==> src/rtl/control_sequencer_pkg.sv <==
// rtl/control_sequencer_pkg.sv - opcodes, state encodings, IR fields and class flags for the control sequencer
package control_sequencer_pkg;

  localparam int OP_HI = 31;
  localparam int OP_LO = 27;
  localparam int RA_HI = 26;
  localparam int RA_LO = 23;
  localparam int RB_HI = 22;
  localparam int RB_LO = 19;
  localparam int RC_HI = 18;
  localparam int RC_LO = 15;
  localparam int C_HI  = 18;
  localparam int C_LO  = 0;

  localparam logic [4:0] OP_LD   = 5'b00000;
  localparam logic [4:0] OP_LDI  = 5'b00001;
  localparam logic [4:0] OP_ST   = 5'b00010;
  localparam logic [4:0] OP_ADD  = 5'b00011;
  localparam logic [4:0] OP_ROL  = 5'b01010;
  localparam logic [4:0] OP_ADDI = 5'b01011;
  localparam logic [4:0] OP_ORI  = 5'b01101;
  localparam logic [4:0] OP_MUL  = 5'b01110;
  localparam logic [4:0] OP_DIV  = 5'b01111;
  localparam logic [4:0] OP_NEG  = 5'b10000;
  localparam logic [4:0] OP_NOT  = 5'b10001;
  localparam logic [4:0] OP_BR   = 5'b10010;
  localparam logic [4:0] OP_JR   = 5'b10011;
  localparam logic [4:0] OP_IN   = 5'b10101;
  localparam logic [4:0] OP_OUT  = 5'b10110;
  localparam logic [4:0] OP_MFHI = 5'b10111;
  localparam logic [4:0] OP_MFLO = 5'b11000;
  localparam logic [4:0] OP_NOP  = 5'b11001;
  localparam logic [4:0] OP_HALT = 5'b11010;

  localparam logic [3:0] S_RST  = 4'd0;
  localparam logic [3:0] S_T0   = 4'd1;
  localparam logic [3:0] S_T1   = 4'd2;
  localparam logic [3:0] S_T2   = 4'd3;
  localparam logic [3:0] S_T3   = 4'd4;
  localparam logic [3:0] S_T4   = 4'd5;
  localparam logic [3:0] S_T5   = 4'd6;
  localparam logic [3:0] S_T6   = 4'd7;
  localparam logic [3:0] S_T7   = 4'd8;
  localparam logic [3:0] S_HALT = 4'd9;

  typedef struct packed {
    logic alu_r;
    logic alu_i;
    logic unary;
    logic mem;
    logic br;
    logic io;
    logic muldiv;
    logic halt;
  } opclass_t;

endpackage

==> src/rtl/control_sequencer_ir_opclass_decode.sv <==
// rtl/control_sequencer_ir_opclass_decode.sv - opcode to class flags; mul/div only with CONTROL_SEQ_MULDIV_EN
module ir_opclass_decode
  import control_sequencer_pkg::*;
#(
  parameter int OPW = 5
) (
  input  logic [OPW-1:0] op_i,
  output opclass_t       cls_o
);

  // An all-zero class means nop or undefined: no execute cycles.
  always_comb begin
    cls_o = '0;
    case (op_i) inside
      [OP_ADD:OP_ROL]:                       cls_o.alu_r = 1'b1;
      [OP_ADDI:OP_ORI]:                      cls_o.alu_i = 1'b1;
      OP_NEG, OP_NOT:                        cls_o.unary = 1'b1;
      OP_LD, OP_LDI, OP_ST:                  cls_o.mem   = 1'b1;
      OP_BR:                                 cls_o.br    = 1'b1;
      OP_JR, OP_IN, OP_OUT, OP_MFHI, OP_MFLO: cls_o.io   = 1'b1;
`ifdef CONTROL_SEQ_MULDIV_EN
      OP_MUL, OP_DIV:                        cls_o.muldiv = 1'b1;
`endif
      OP_HALT:                               cls_o.halt  = 1'b1;
      default:                               cls_o = '0;
    endcase
  end

endmodule

==> src/rtl/control_sequencer.sv <==
// rtl/control_sequencer.sv - hard-wired T0..T7 sequencer and strobe decode for Datapath_P2
// Optional mul/div execute steps enabled by CONTROL_SEQ_MULDIV_EN.
module control_sequencer
  import control_sequencer_pkg::*;
#(
  parameter int OPW    = 5,
  parameter int STATEW = 4
) (
  input  logic           Clock,
  input  logic           Clear,
  input  logic [31:0]    IR,
  input  logic           CON_FF,
  input  logic           Stop,
  output logic [OPW-1:0] alu_op,
  output logic           Run,
  output logic           PCout,
  output logic           Zhiout,
  output logic           Zlowout,
  output logic           MDRout,
  output logic           InPortout,
  output logic           HIout,
  output logic           LOout,
  output logic           BAout,
  output logic           Cout,
  output logic           MARin,
  output logic           Zin,
  output logic           PCin,
  output logic           MDRin,
  output logic           IRin,
  output logic           Yin,
  output logic           OutPortin,
  output logic           HIin,
  output logic           LOin,
  output logic           Rin,
  output logic           Rout,
  output logic           Gra,
  output logic           Grb,
  output logic           Grc,
  output logic           IncPC,
  output logic           Read,
  output logic           Write,
  output logic           CONin,
  output logic           Strobe
);

  logic [STATEW-1:0] state_q, state_d;
  logic [OPW-1:0]    op;
  opclass_t          cls;
  logic              last_step;
  logic [STATEW-1:0] done_state;
  logic              unused_ir;

  assign op        = IR[OP_HI:OP_LO];
  assign unused_ir = ^IR[RA_HI:0];

  ir_opclass_decode #(.OPW(OPW)) u_decode (
    .op_i  (op),
    .cls_o (cls)
  );

  always_ff @(posedge Clock or negedge Clear) begin
    if (!Clear) state_q <= S_RST;
    else        state_q <= state_d;
  end

  // Final execute step per class; T7 always terminates so a stray IR cannot wedge the FSM.
  always_comb begin
    last_step = 1'b0;
    case (state_q)
      S_T3:    last_step = cls.io;
      S_T4:    last_step = cls.unary;
      S_T5:    last_step = cls.alu_r | cls.alu_i | (cls.mem && op == OP_LDI);
      S_T6:    last_step = cls.br | cls.muldiv;
      S_T7:    last_step = 1'b1;
      default: last_step = 1'b0;
    endcase
  end

  assign done_state = Stop ? S_HALT : S_T0;

  always_comb begin
    state_d = state_q;
    case (state_q)
      S_RST:  state_d = S_T0;
      S_T0:   state_d = S_T1;
      S_T1:   state_d = S_T2;
      S_T2: begin
        if (cls.halt)     state_d = S_HALT;
        else if (cls == '0) state_d = done_state;
        else              state_d = S_T3;
      end
      S_T3:   state_d = last_step ? done_state : S_T4;
      S_T4:   state_d = last_step ? done_state : S_T5;
      S_T5:   state_d = last_step ? done_state : S_T6;
      S_T6:   state_d = last_step ? done_state : S_T7;
      S_T7:   state_d = done_state;
      S_HALT: state_d = S_HALT;
      default: state_d = S_RST;
    endcase
  end

  always_comb begin
    alu_op = '0;
    Run = (state_q != S_RST) && (state_q != S_HALT);
    {PCout, Zhiout, Zlowout, MDRout, InPortout, HIout, LOout, BAout, Cout} = '0;
    {MARin, Zin, PCin, MDRin, IRin, Yin, OutPortin, HIin, LOin, Rin, Rout} = '0;
    {Gra, Grb, Grc, IncPC, Read, Write, CONin, Strobe} = '0;
    case (state_q)
      S_T0: begin PCout = 1'b1; MARin = 1'b1; IncPC = 1'b1; Zin = 1'b1; end
      S_T1: begin Zlowout = 1'b1; PCin = 1'b1; Read = 1'b1; MDRin = 1'b1; end
      S_T2: begin MDRout = 1'b1; IRin = 1'b1; end
      S_T3: begin
        if (cls.alu_r || cls.alu_i) begin Grb = 1'b1; Rout = 1'b1; Yin = 1'b1; end
        if (cls.unary) begin Grb = 1'b1; Rout = 1'b1; Zin = 1'b1; alu_op = op; end
        if (cls.mem)   begin Grb = 1'b1; BAout = 1'b1; Yin = 1'b1; end
        if (cls.br)    begin Gra = 1'b1; Rout = 1'b1; CONin = 1'b1; end
        if (op == OP_JR)   begin Gra = 1'b1; Rout = 1'b1; PCin = 1'b1; end
        if (op == OP_IN)   begin InPortout = 1'b1; Gra = 1'b1; Rin = 1'b1; end
        if (op == OP_OUT)  begin Gra = 1'b1; Rout = 1'b1; OutPortin = 1'b1; Strobe = 1'b1; end
        if (op == OP_MFHI) begin HIout = 1'b1; Gra = 1'b1; Rin = 1'b1; end
        if (op == OP_MFLO) begin LOout = 1'b1; Gra = 1'b1; Rin = 1'b1; end
`ifdef CONTROL_SEQ_MULDIV_EN
        if (cls.muldiv) begin Gra = 1'b1; Rout = 1'b1; Yin = 1'b1; end
`endif
      end
      S_T4: begin
        if (cls.alu_r) begin Grc = 1'b1; Rout = 1'b1; Zin = 1'b1; alu_op = op; end
        if (cls.alu_i) begin Cout = 1'b1; Zin = 1'b1; alu_op = op; end
        if (cls.unary) begin Zlowout = 1'b1; Gra = 1'b1; Rin = 1'b1; end
        if (cls.mem)   begin Cout = 1'b1; Zin = 1'b1; alu_op = OP_ADD; end
        if (cls.br)    begin PCout = 1'b1; Yin = 1'b1; end
`ifdef CONTROL_SEQ_MULDIV_EN
        if (cls.muldiv) begin Grb = 1'b1; Rout = 1'b1; Zin = 1'b1; alu_op = op; end
`endif
      end
      S_T5: begin
        if (cls.alu_r || cls.alu_i || (cls.mem && op == OP_LDI)) begin
          Zlowout = 1'b1; Gra = 1'b1; Rin = 1'b1;
        end
        if (op == OP_LD || op == OP_ST) begin Zlowout = 1'b1; MARin = 1'b1; end
        if (cls.br) begin Cout = 1'b1; Zin = 1'b1; alu_op = OP_ADD; end
`ifdef CONTROL_SEQ_MULDIV_EN
        if (cls.muldiv) begin Zlowout = 1'b1; LOin = 1'b1; end
`endif
      end
      S_T6: begin
        if (op == OP_LD) begin Read = 1'b1; MDRin = 1'b1; end
        if (op == OP_ST) begin Gra = 1'b1; Rout = 1'b1; MDRin = 1'b1; end
        if (cls.br && CON_FF) begin Zlowout = 1'b1; PCin = 1'b1; end
`ifdef CONTROL_SEQ_MULDIV_EN
        if (cls.muldiv) begin Zhiout = 1'b1; HIin = 1'b1; end
`endif
      end
      S_T7: begin
        if (op == OP_LD) begin MDRout = 1'b1; Gra = 1'b1; Rin = 1'b1; end
        if (op == OP_ST) Write = 1'b1;
      end
      default: ;
    endcase
  end

endmodule

==> config.mk <==
export PLATFORM = sky130hd
export DESIGN_NAME = control_sequencer
export DESIGN_NICKNAME = d
export VERILOG_FILES = /design/src/rtl/control_sequencer_pkg.sv /design/src/rtl/control_sequencer_ir_opclass_decode.sv /design/src/rtl/control_sequencer.sv
export SDC_FILE = /design/constraint.sdc
export NUM_CORES = 1
export LEC_CHECK = 0
export CAP_MARGIN = 20
export CORE_MARGIN = 3
export CORE_UTILIZATION = 35
export DETAILED_ROUTE_END_ITERATION = 16
export MAX_ROUTING_LAYER = met4
export PLACE_DENSITY_LB_ADDON = 0.12
export SETUP_SLACK_MARGIN = 0.3
export SYNTH_ARGS = -nofsm -noshare
export SYNTH_HDL_FRONTEND = slang
export SYNTH_HIERARCHICAL = 1
export SYNTH_SLANG_ARGS = --single-unit
==> constraint.sdc <==
create_clock -name Clock -period 4.7 [get_ports Clock]
set_input_delay 0.705 -clock Clock [delete_from_list [all_inputs] [get_ports Clock]]
set_output_delay 0.705 -clock Clock [all_outputs]
set_load 0.005 [all_outputs]
==> run_results.csv <==
group,metric,value,unit
routing,final_routed_drc_violation_total,0,
die,effective_utilization_at_floorplan,38.7,%
cells_and_area,post_route_cells_drive_above_1_share,11.0,%
run,max_cap_violations,0,
die,die_height,59.7,um
timing,final.min_clock_period,4.03,ns
critical_path,worst_path_dominant_cell_family,"buffers and inverters",
logic_synthesis,number_of_enable_flip_flop_cells_after_synthesis,0,
cells_and_area,largest_register_ffs,4,
routing,detail_route.iter0.violations,46,
clock_network,clk_path_buf_depth,2,
critical_path,slowest_delay,0.63,ns
die,die_w,59.7,um
logic_synthesis,synthFlopType,"sky130_fd_sc_hd__dfrtp_1",
timing,fin_setup_tns,0,ns
global_route,grtUsageTotal,20.1,%
logic_synthesis,synth_cell_type_count,51,
global_route,grt_antenna_before_repair,0,
min_path,worst_hold_path_type,"primary input to async pin",
placement,buffer_ports.inserted,39,
cells_and_area,leading_cell_types_in_the_layout_fill_and_taps_excluded,"sky130_fd_sc_hd__clkdlybuf4s50_1, sky130_fd_sc_hd__nand2_1, sky130_fd_sc_hd__nor2_1",
logic_synthesis,async_flop_share,100,%
global_route,grt.overflow.total,0,
die,core,0.00261,mm^2
pwr,cellPowerDensity,374,mW/mm^2
routing,routedWlPerCell,14.7,um
placement,gp_congestion,0.914,
cells_and_area,mostFrequentLayoutCell,"sky130_fd_sc_hd__clkdlybuf4s50_1",
placement,dp_hpwl,2480,um
critical_path,critical_path_required,3.99,ns
cells_and_area,layout.core_utilization,54.8,%
status,outcome,"complete, no violations",
pwr,internal_power,0.283,mW
clock_network,cts_num_sinks,4,
timing,post-route-period-util,85.8,%
logic_synthesis,synthesis_stage_register_bit_count,4,
global_route,wire_length_of_the_first_global_routing_pass,5590,um
pwr,power_frac_comb,71.6,%
timing,worst_setup_slack_after_layout,0.666,ns
placement,postPlaceCellArea,0.00141,mm^2
critical_path,end_kind,"primary output",
clock_network,postCtsSetupRepairBufs,0,
global_route,via_count_of_the_first_global_routing_pass,1248,
pwr,share_clk_of_total_power,7.5,%
cells_and_area,largest-register,"state_q",
routing,detailroute.via_count,1258,
cells_and_area,area_growth_syn_to_layout,41.7,%
timing,slew_of_the_pin_with_the_lowest_slew_margin,0.566,ns
timing,final.hold.worst_slack,0.680,ns
clock_network,cts_tree,"yes",
timing,hold_viol,0,
pwr,power,0.536,mW
critical_path,timing_worst_setup_path_type,"primary input to primary output",
clock_network,worstSkewPairLatency,0.22,ns
placement,placed_cells,218,
logic_synthesis,yosysSeqAreaShare,9.90,%
critical_path,cp_num_buf_inv,3,
clock_network,cts_root_buffer,"sky130_fd_sc_hd__clkbuf_4",
die,boundaryPins,70,
cells_and_area,final_non_filler_cells,221,
placement,pre_cts_slack,0.658,ns
clock_network,ctsResizeCount,0,
clock_network,post_cts_hold_buffer_count,0,
global_route,largest_net_degree_at_the_start_of_global_routing,19,
die,row_count,18,
routing,avgViaCountPerCell,5.69,
critical_path,arrival,3.33,ns
pwr,sequentialPowerShare,21.0,%
logic_synthesis,syn_area,0.00101,mm^2
critical_path,crit_chain,"clkdlybuf4s50_1 > nor3b_1 > clkinv_1 > o41ai_4 > nand2_1 > and3_1 > nand2_1 > clkdlybuf4s50_1",
clock_network,clock_transition_at_the_registers_of_the_reported_paths,0.04,ns
pwr,net-switching-power,0.252,mW
die,dieArea,0.00357,mm^2
cells_and_area,design_area,0.00143,mm^2
critical_path,cp_slowest_cell,"sky130_fd_sc_hd__clkdlybuf4s50_1",
cells_and_area,reg_top3,"state_q: 4 flops",
cells_and_area,nets,229,
routing,post_detailed_route_count_of_antenna_violating_nets,0,
pwr,ir_drop,0.361,mV
clock_network,htree_levels,1,
clock_network,cts_inserted_buffers,3,
critical_path,crit_cells,8,
logic_synthesis,syn-mean-instance-area,6.48,um^2
logic_synthesis,post_synth_inst_count,156,
timing,max_freq,248,MHz
timing,skew,0.00107,ns
critical_path,worstPathMaxFanout,12,
cells_and_area,antennaDiodeCount,0,
routing,detailed_route_wire_length,3250,um
routing,pre_repair_dr_iteration_count,4,
timing,timing.max_slew.rel_slack,62.0,%
timing,finalMaxSlewViolations,0,
timing,setup_repair_after_global_routing_missed_its_margin,"no",
critical_path,startpoint_type,"primary input",
critical_path,timing.reg2reg.worst_path_depth,5,
logic_synthesis,ys.warnings.count,6,
pwr,pleak,0.555,nW
timing,setup_viol,0,
pwr,netSwitchingFraction,47.1,%
## cell families (layout without fill, tap and decap cells)
logic type | Yosys count | count (layout) | share of synthesized area (%)
compound gates | 36 | 36 | 26.6
buf+inv | 20 | 53 | 9.90
other cells | 2 | 4 | 0.743
fa+ha+maj | 1 | 1 | 0.990
mux | 2 | 2 | 2.10
xor+xnor | 3 | 3 | 2.60
flops | 4 | 4 | 9.90
simple gates | 88 | 88 | 47.2
## cell type report
type / instances / area, um^2
sequential: 4 / 100
inverter: 5 / 18.8
clock buffer: 3 / 22.5
fill: 285 / 1180
timing repair buffer: 45 / 435
multi-input combinational: 134 / 818
tap: 30 / 37.5
## synthesized netlist by cell type, drive strengths merged (4+ instances only)
cell	number	share of area, %
nor3	10	5.0
nand2	19	7.3
o21ai	5	2.5
clkbuf	4	1.5
nand2b	6	3.7
and2	5	3.1
inv	4	1.5
dfrtp	4	9.9
nor2	17	6.8
nand3	5	2.5
nand4	5	3.1
a21oi	10	5.0
buf	11	6.6
o21a	4	3.0
or2	4	2.5
## worst paths after layout
| kind | end | from | slack, ns |
|---|---|---|---|
| setup / recovery | Gra | IR[31] | 0.67 |
| hold reg to reg | state_q[0] | state_q[3] | 0.73 |
| min in group Clock | state_q[0] | state_q[3] | 0.73 |
| max in group asynchronous | state_q[3] | Clear | 3.86 |
| setup reg to reg | state_q[1] | state_q[3] | 2.61 |
| hold / removal | state_q[1] | Clear | 0.68 |
## layer usage
metal | up-vias | share of wire, % | track usage (%)
li1 | 620 | - | -
met1 | 594 | 45 | 27.0
met2 | 44 | 49 | 33.3
met3 | 0 | 6.3 | 1.30
met4 | 0 | 0 | 3.80
met5 | - | 0 | -
## power by group through the flow
| stage | combinational, mW | sequential (mW) | clock, mW |
|---|---|---|---|
| after CTS | 0.384 | 0.113 | 0.0424 |
| after global placement | 0.377 | 0.112 | 0 |
| after detailed placement | 0.383 | 0.113 | 0 |
| after floorplan | 0.257 | 0.0656 | 0 |
| final | 0.383 | 0.112 | 0.0400 |
| after global routing | 0.427 | 0.122 | 0.0449 |
No activity file was read; power rests on OpenSTA's default activity.
